$ cat config.mk
export PLATFORM = sky130hd
export DESIGN_NAME = c_merger2_mmu
export DESIGN_NICKNAME = d
export VERILOG_FILES = /design/src/rtl/mmu_hs_pkg.sv /design/src/rtl/rr_arb2_mmu.sv /design/src/rtl/c_merger2_mmu.sv
export SDC_FILE = /design/constraint.sdc
export NUM_CORES = 1
export LEC_CHECK = 0
export ABC_CLOCK_PERIOD_IN_PS = 1400
export CAP_MARGIN = 10
export CORE_MARGIN = 2
export CORE_UTILIZATION = 45
export DETAILED_ROUTE_END_ITERATION = 10
export PLACE_DENSITY_LB_ADDON = 0.1
export SLEW_MARGIN = 5
export SYNTH_ARGS = -nofsm -noshare
export SYNTH_HDL_FRONTEND = slang
export SYNTH_SLANG_ARGS = --single-unit
$ cat constraint.sdc
create_clock -name clk -period 1.4 [get_ports clk]
set_clock_uncertainty 0.05 [all_clocks]
set_input_delay 0.14 -clock clk [delete_from_list [all_inputs] [get_ports clk]]
set_output_delay 0.14 -clock clk [all_outputs]
set_load 0.05 [all_outputs]
$ cat src/rtl/mmu_hs_pkg.sv
`default_nettype none
// ============================================================================
//  Package  : mmu_hs_pkg
//  Purpose  : Shared types for the MMU drive/free handshake merge point:
//             transaction FSM states and one-hot grant encodings.
//  Revision : 1.0  initial release
// ============================================================================
package mmu_hs_pkg;

  // Transaction phases of the merge point
  typedef enum logic [1:0] {
    IDLE  = 2'd0,
    ISSUE = 2'd1,
    WAIT  = 2'd2,
    DONE  = 2'd3
  } state_t;

  // One-hot grant encodings, bit K = port K
  localparam logic [1:0] GNT_NONE = 2'b00;
  localparam logic [1:0] GNT_P0   = 2'b01;
  localparam logic [1:0] GNT_P1   = 2'b10;

endpackage
`default_nettype wire

$ cat src/rtl/rr_arb2_mmu.sv
`default_nettype none
// ============================================================================
//  Module   : rr_arb2_mmu
//  Purpose  : Combinational 2-input round-robin picker. When both ports
//             request, the port named by i_ptr wins. The pointer itself is
//             owned and updated by the parent.
//  Revision : 1.0  initial release
// ============================================================================
module rr_arb2_mmu
  import mmu_hs_pkg::*;
(
  input  logic [1:0] i_req,
  input  logic       i_ptr,
  output logic [1:0] o_gnt
);

  // Pick the pointer port on contention, otherwise whichever port requests
  always_comb begin
    o_gnt = GNT_NONE;
    if (&i_req) begin
      o_gnt = i_ptr ? GNT_P1 : GNT_P0;
    end else if (i_req[0]) begin
      o_gnt = GNT_P0;
    end else if (i_req[1]) begin
      o_gnt = GNT_P1;
    end
  end

endmodule
`default_nettype wire

$ cat src/rtl/c_merger2_mmu.sv
`default_nettype none
// ============================================================================
//  Module   : c_merger2_mmu
//  Purpose  : 2-to-1 drive/free merge point. Two producers issue drive
//             pulses with payload; one is granted round-robin, forwarded
//             downstream as a single drive, and the downstream free is
//             routed back to the granted producer only.
//  Options  : MERGE_TIMEOUT_EN - builds a watchdog that releases a stuck
//             transaction after TIMEOUT_CYCLES without a downstream free.
//  Revision : 1.0  initial release
// ============================================================================
module c_merger2_mmu
  import mmu_hs_pkg::*;
#(
  parameter int DATA_WIDTH     = 32,
  parameter int TIMEOUT_CYCLES = 256
) (
  input  logic                  clk,
  input  logic                  rstn,
  input  logic                  i_drive0,
  input  logic [DATA_WIDTH-1:0] i_data0,
  output logic                  o_free0,
  input  logic                  i_drive1,
  input  logic [DATA_WIDTH-1:0] i_data1,
  output logic                  o_free1,
  output logic                  o_driveNext,
  output logic [DATA_WIDTH-1:0] o_data,
  output logic [1:0]            o_sel,
  input  logic                  i_freeNext,
  output logic                  o_err,
  output logic                  o_timeout
);

  state_t                r_state;
  state_t                w_state_nxt;
  logic [1:0]            r_pend;
  logic [1:0]            r_sel;
  logic                  r_ptr;
  logic                  r_err;
  logic [DATA_WIDTH-1:0] r_hold0;
  logic [DATA_WIDTH-1:0] r_hold1;
  logic [DATA_WIDTH-1:0] r_data;

  logic [1:0]            w_drv;
  logic [1:0]            w_drv_err;
  logic [1:0]            w_drv_ok;
  logic [1:0]            w_req;
  logic [1:0]            w_gnt;
  logic [1:0]            w_pend_clr;
  logic [DATA_WIDTH-1:0] w_gnt_data;
  logic                  w_free_spur;
  logic                  w_to_hit;

  // A drive is illegal while that port already waits or is being served;
  // the new pulse is dropped so the original request is kept intact.
  assign w_drv       = {i_drive1, i_drive0};
  assign w_drv_err   = w_drv & (r_pend | r_sel);
  assign w_drv_ok    = w_drv & ~w_drv_err;
  assign w_req       = r_pend | w_drv;
  assign w_pend_clr  = (r_state == ISSUE) ? r_sel : GNT_NONE;
  assign w_free_spur = i_freeNext & ((r_state == IDLE) | (r_state == DONE));

  // A same-cycle drive has not reached its hold register yet, so take it live
  assign w_gnt_data = w_gnt[1] ? (r_pend[1] ? r_hold1 : i_data1)
                               : (r_pend[0] ? r_hold0 : i_data0);

  rr_arb2_mmu u_arb (
    .i_req (w_req),
    .i_ptr (r_ptr),
    .o_gnt (w_gnt)
  );

`ifdef MERGE_TIMEOUT_EN
  localparam int CNT_W = $clog2(TIMEOUT_CYCLES + 1);
  logic [CNT_W-1:0] r_cnt;

  // Watchdog: zero while idle so it starts from 0 on entry to ISSUE
  always_ff @(posedge clk or negedge rstn) begin
    if (!rstn) begin
      r_cnt <= '0;
    end else if (r_state == IDLE) begin
      r_cnt <= '0;
    end else if ((r_state == ISSUE) || (r_state == WAIT)) begin
      r_cnt <= r_cnt + CNT_W'(1);
    end
  end

  // A free arriving in the limit cycle still completes normally
  assign w_to_hit = (r_state == WAIT) & ~i_freeNext & (r_cnt == CNT_W'(TIMEOUT_CYCLES));
`else
  // No watchdog: TIMEOUT_CYCLES has no effect, expression is constant 0
  assign w_to_hit = (TIMEOUT_CYCLES < 0);
`endif

  // Transaction state register
  always_ff @(posedge clk or negedge rstn) begin
    if (!rstn) begin
      r_state <= IDLE;
    end else begin
      r_state <= w_state_nxt;
    end
  end

  // Next-state: grant, issue one drive, wait for the free, return it
  always_comb begin
    w_state_nxt = r_state;
    case (r_state)
      IDLE:    if (|w_req) w_state_nxt = ISSUE;
      ISSUE:   w_state_nxt = i_freeNext ? DONE : WAIT;
      WAIT:    if (i_freeNext || w_to_hit) w_state_nxt = DONE;
      DONE:    w_state_nxt = IDLE;
      default: w_state_nxt = IDLE;
    endcase
  end

  // Request capture, grant/payload registers, pointer and sticky error
  always_ff @(posedge clk or negedge rstn) begin
    if (!rstn) begin
      r_pend  <= GNT_NONE;
      r_sel   <= GNT_NONE;
      r_ptr   <= 1'b0;
      r_err   <= 1'b0;
      r_hold0 <= '0;
      r_hold1 <= '0;
      r_data  <= '0;
    end else begin
      r_pend <= (r_pend | w_drv_ok) & ~w_pend_clr;
      if (w_drv_ok[0]) r_hold0 <= i_data0;
      if (w_drv_ok[1]) r_hold1 <= i_data1;
      if ((r_state == IDLE) && (|w_req)) begin
        r_sel  <= w_gnt;
        r_data <= w_gnt_data;
      end else if (r_state == DONE) begin
        r_sel <= GNT_NONE;
        // Priority passes to the port that was not just served
        r_ptr <= r_sel[0];
      end
      r_err <= r_err | (|w_drv_err) | w_free_spur | w_to_hit;
    end
  end

  assign o_driveNext = (r_state == ISSUE);
  assign o_free0     = (r_state == DONE) & r_sel[0];
  assign o_free1     = (r_state == DONE) & r_sel[1];
  assign o_data      = r_data;
  assign o_sel       = r_sel;
  assign o_err       = r_err;
  assign o_timeout   = w_to_hit;

endmodule
`default_nettype wire

==> results by group <==
Outcome
  – Status: finished, violations left
  – Failing checks: negative setup slack

Final layout
  – Fin area: 8930 µm²
  – Fraction of layout cells with a size suffix above 1: approximately 53%
  – Synth-to-layout area growth: 71.7%
  – Antenna cells: 0
  – Final net count: 670

Floorplan
  – Die X: 111 µm
  – Starting Density: 45.7%
  – I/O Pins: approximately 110
  – Die height: approximately 110 µm
  – Die area: ~12000 µm²
  – Core area: roughly 11000 µm²
  – Std-Cell Rows: 39

Worst setup path
  – CP required: 1.61 ns
  – Startpoint types: flop
  – Reg-to-reg startpoint: r_pend[1]
  – WP data arrival: 1.97 ns
  – WS Path Type: flop to flop
  – Peak fanout along the critical path: 7
  – R2R Path End: o_data[11]
  – R2r worst-path depth: 6
  – Reg2reg setup slack: -0.36 ns
  – Critical Path End Type: flop

Detailed routing
  – Routed len/inst: 22.5 µm
  – Routed WL: about 17 mm
  – Number of routed nets with antenna violations: 0
  – DR pass1 iterations: 5
  – # DRC: 0
  – Via density: 6.08
  – Initial DRC count: approximately 290
  – Vias after detailed routing: around 4500

Power
  – LEAKAGE: about 3.6 nW
  – Seq pwr share: a little over a quarter
  – Combinational share of power: between 60% and 70%
  – Clock network power share: 11.2%
  – Switching Share: 40.6%
  – Peak supply drop: between 0.0015 and 0.002 V
  – Sw Pwr: around 9.3 mW
  – Cell Int Power: 13.7 mW
  – Power Dens Cells: 2580 nW/µm²

Clock network
  – Clock Path Buffers: 2
  – CTS Buf Count: 9
  – Clk_lat worst skew: approximately 0.36 ns
  – H-tree levels: 3
  – CTS tree: yes
  – Clock Sinks: around 100
  – Clock transition at path regs: 0.07 ns
  – CTS root buf: clkbuf_16

STA
  – Final min period: 1.76 ns
  – Final Hold Vio Count: 0
  – Post-route setup slack: -0.361 ns
  – Worst hold slack: 0.213 ns
  – Slew Limit Fails: 0
  – Max Fclk: about 570 MHz
  – Crit share post-route: 126%
  – RSZ-0062 raised after global routing: true
  – Setup TNS: -29.91 ns
  – Setup-failing EPs final: between 100 and 150

Logic synthesis
  – Synth Cell Area: a little over 5000 µm²
  – Leading area contributor after synthesis: dfrtp_1
  – Flops & latches, synth: 104
  – Unique masters post-synth: 33
  – Syn avg cell area: 11.7 µm²
  – Yosys warns: 0
  – Primary FF master, synth: dfrtp_1
  – Cell with the most instances after synthesis: dfrtp_1
  – Async set-or-reset flop fraction in the synthesized netlist: 100%
  – Largest cells by area after synthesis: dfrtp_1 50%, mux2_2 13%, nor2b_1 7.9%
  – Post-synth EDFFs: 0
  – Post-synth top cells: 104 x dfrtp_1, 66 x nor2b_1, 62 x mux2_2
  – Seq/Total Area, Yosys: 50.1%
  – Synth top area share: between 50% and 60%
  – Gate Count Post-Synth: between 400 and 500
  – Syn Nets: 518

Global route
  – Initial antenna violation count: 1
  – Vias in the first global route: ~4600
  – Tot GR Track Use: 24.9%
  – Largest net degree at the start of global routing: 36
  – Total gr overflow: 0
  – First-pass GRT wire length: about 24 mm

Place
  – Pre-CTS setup slack: -0.509 ns
  – Placed wire-length estimate: around 9.6 mm
  – Final GP Congestion: approximately 0.77
  – Post-Place Cell Area: approximately 7600 µm²
  – Port bufs: 106

Worst hold path
  – Worst min path class: input pin to async pin

Job
  – Max-Cap Viols: 0
==> power groups by stage <==
| stage | Clock [mW] | Sequential [mW] | Combinational (mW) |
|---|---|---|---|
| after floorplan | 0 | 6.95 | 5.96 |
| after global placement | 0 | 5.79 | 11.2 |
| after detailed placement | 0 | 5.88 | 11.4 |
| after CTS | 2.60 | 5.86 | 12.6 |
| after global routing | 2.70 | 6.18 | 15.1 |
| final | 2.58 | 6.04 | 14.4 |
==> registers in the layout, indices dropped and copies added, names as in the netlist <==
name / cells
o_data: 32
r_hold0: 32
r_hold1: 32
o_sel: 2
r_pend: 2
r_state: 2
o_err: 1
r_ptr: 1
==> what timing repair did <==
item / CTS / global route
gates resized for setup: 75 / 78
endpoints found under the hold margin: 26 / 0
gates cloned: 6 / 9
pin swaps: 6 / 16
hold buffers: 1 / 0
buffers inserted: 11 / 6
setup endpoints to repair: 103 / 103
==> final cells by class <==
cell class	instances	area, µm²
Sequential cell	104	2610
Clock buffer	10	239
Fill cell	651	2440
Clock inverter	5	57.6
Timing Repair Buffer	183	2500
Multi-Input combinational cell	293	3320
Inverter	5	18.8
Tap cell	143	179
==> placed cells by master (no fill, tap or decap), types with 2 or more instances in the layout <==
cell type        Yosys  final
a2111oi_2            0     27
o31ai_4              0      3
a2111oi_4            0      4
o21ai_0              3      3
ha_4                 0      3
clkdlybuf4s50_1      0     67
nor2b_1             66     64
inv_2                0      2
buf_12               0     55
inv_1                5      3
o31ai_2              0     17
clkbuf_16            0     16
mux2_4               0     64
nor2_1               3      2
buf_4               10     32
buf_16               0      4
dfrtp_1            104    100
nor2b_4              0      2
dfrtp_4              0      2
nand2_4              0      7
dfrtp_2              0      2
nand2_2              0     12
o31ai_1             32     12
and2_4               0      2
nor3b_4              1      2
clkinvlp_4           0      3
a221oi_1            32      4
nand2_1             33     14
a21oi_1              5      5
a221oi_2             0     28
buf_6                3     16
==> worst max-delay path: stages (launching register included) <==
cell,delay (ns)
dfrtp_4,0.53
buf_6,0.14
o41ai_4,0.37
buf_6,0.26
clkbuf_16,0.18
nand2_2,0.06
o31ai_2,0.07
==> worst max-delay path by stage <==
stage               slack [ns]         end  startpoint  cells after the start
global route             -0.39  o_data[21]   r_pend[1]                      6
floorplan                -0.15  r_hold1[0]    o_sel[1]                      3
global placement         -0.48  o_data[16]    i_drive1                      5
finish                   -0.36  o_data[11]   r_pend[1]                      6
CTS                      -0.26  o_data[12]   r_pend[0]                      6
detailed placement       -0.51   o_data[5]    i_drive1                      5
==> metrics by stage <==
stage | std cells | power [mW] | util, %
3_3_place_gp | 696 | 16.9 | 66.5
2_1_floorplan | 444 | 12.9 | -
5_1_grt | 743 | 24.0 | 78.5
6_report | 743 | 23.0 | 78.5
4_1_cts | 729 | 21.1 | 73.7
3_5_place_dp | 696 | 17.3 | 66.5
==> per-layer routing <==
layer	part of all wire [%]	wire, µm	up-vias	track usage (%)
li1	-	-	1978	-
met1	43	7170	2355	33.7
met2	50	8400	159	39.6
met3	5.1	849	22	6.59
met4	1.7	287	0	7.33
met5	0	0	-	0
==> logic make-up (layout without fill, tap and decap cells) <==
kind of cell    after synthesis  count (layout)  synth area share [%]
compound gates              113             113                  17.9
fa+ha+maj                     5               5                  1.20
buf+inv                      47             203                  4.93
flops                       104             104                  50.1
mux                          66              66                  14.3
other cells                   1               1                0.0721
simple gates                108             108                  11.6
(Power assumes the default switching activity.)
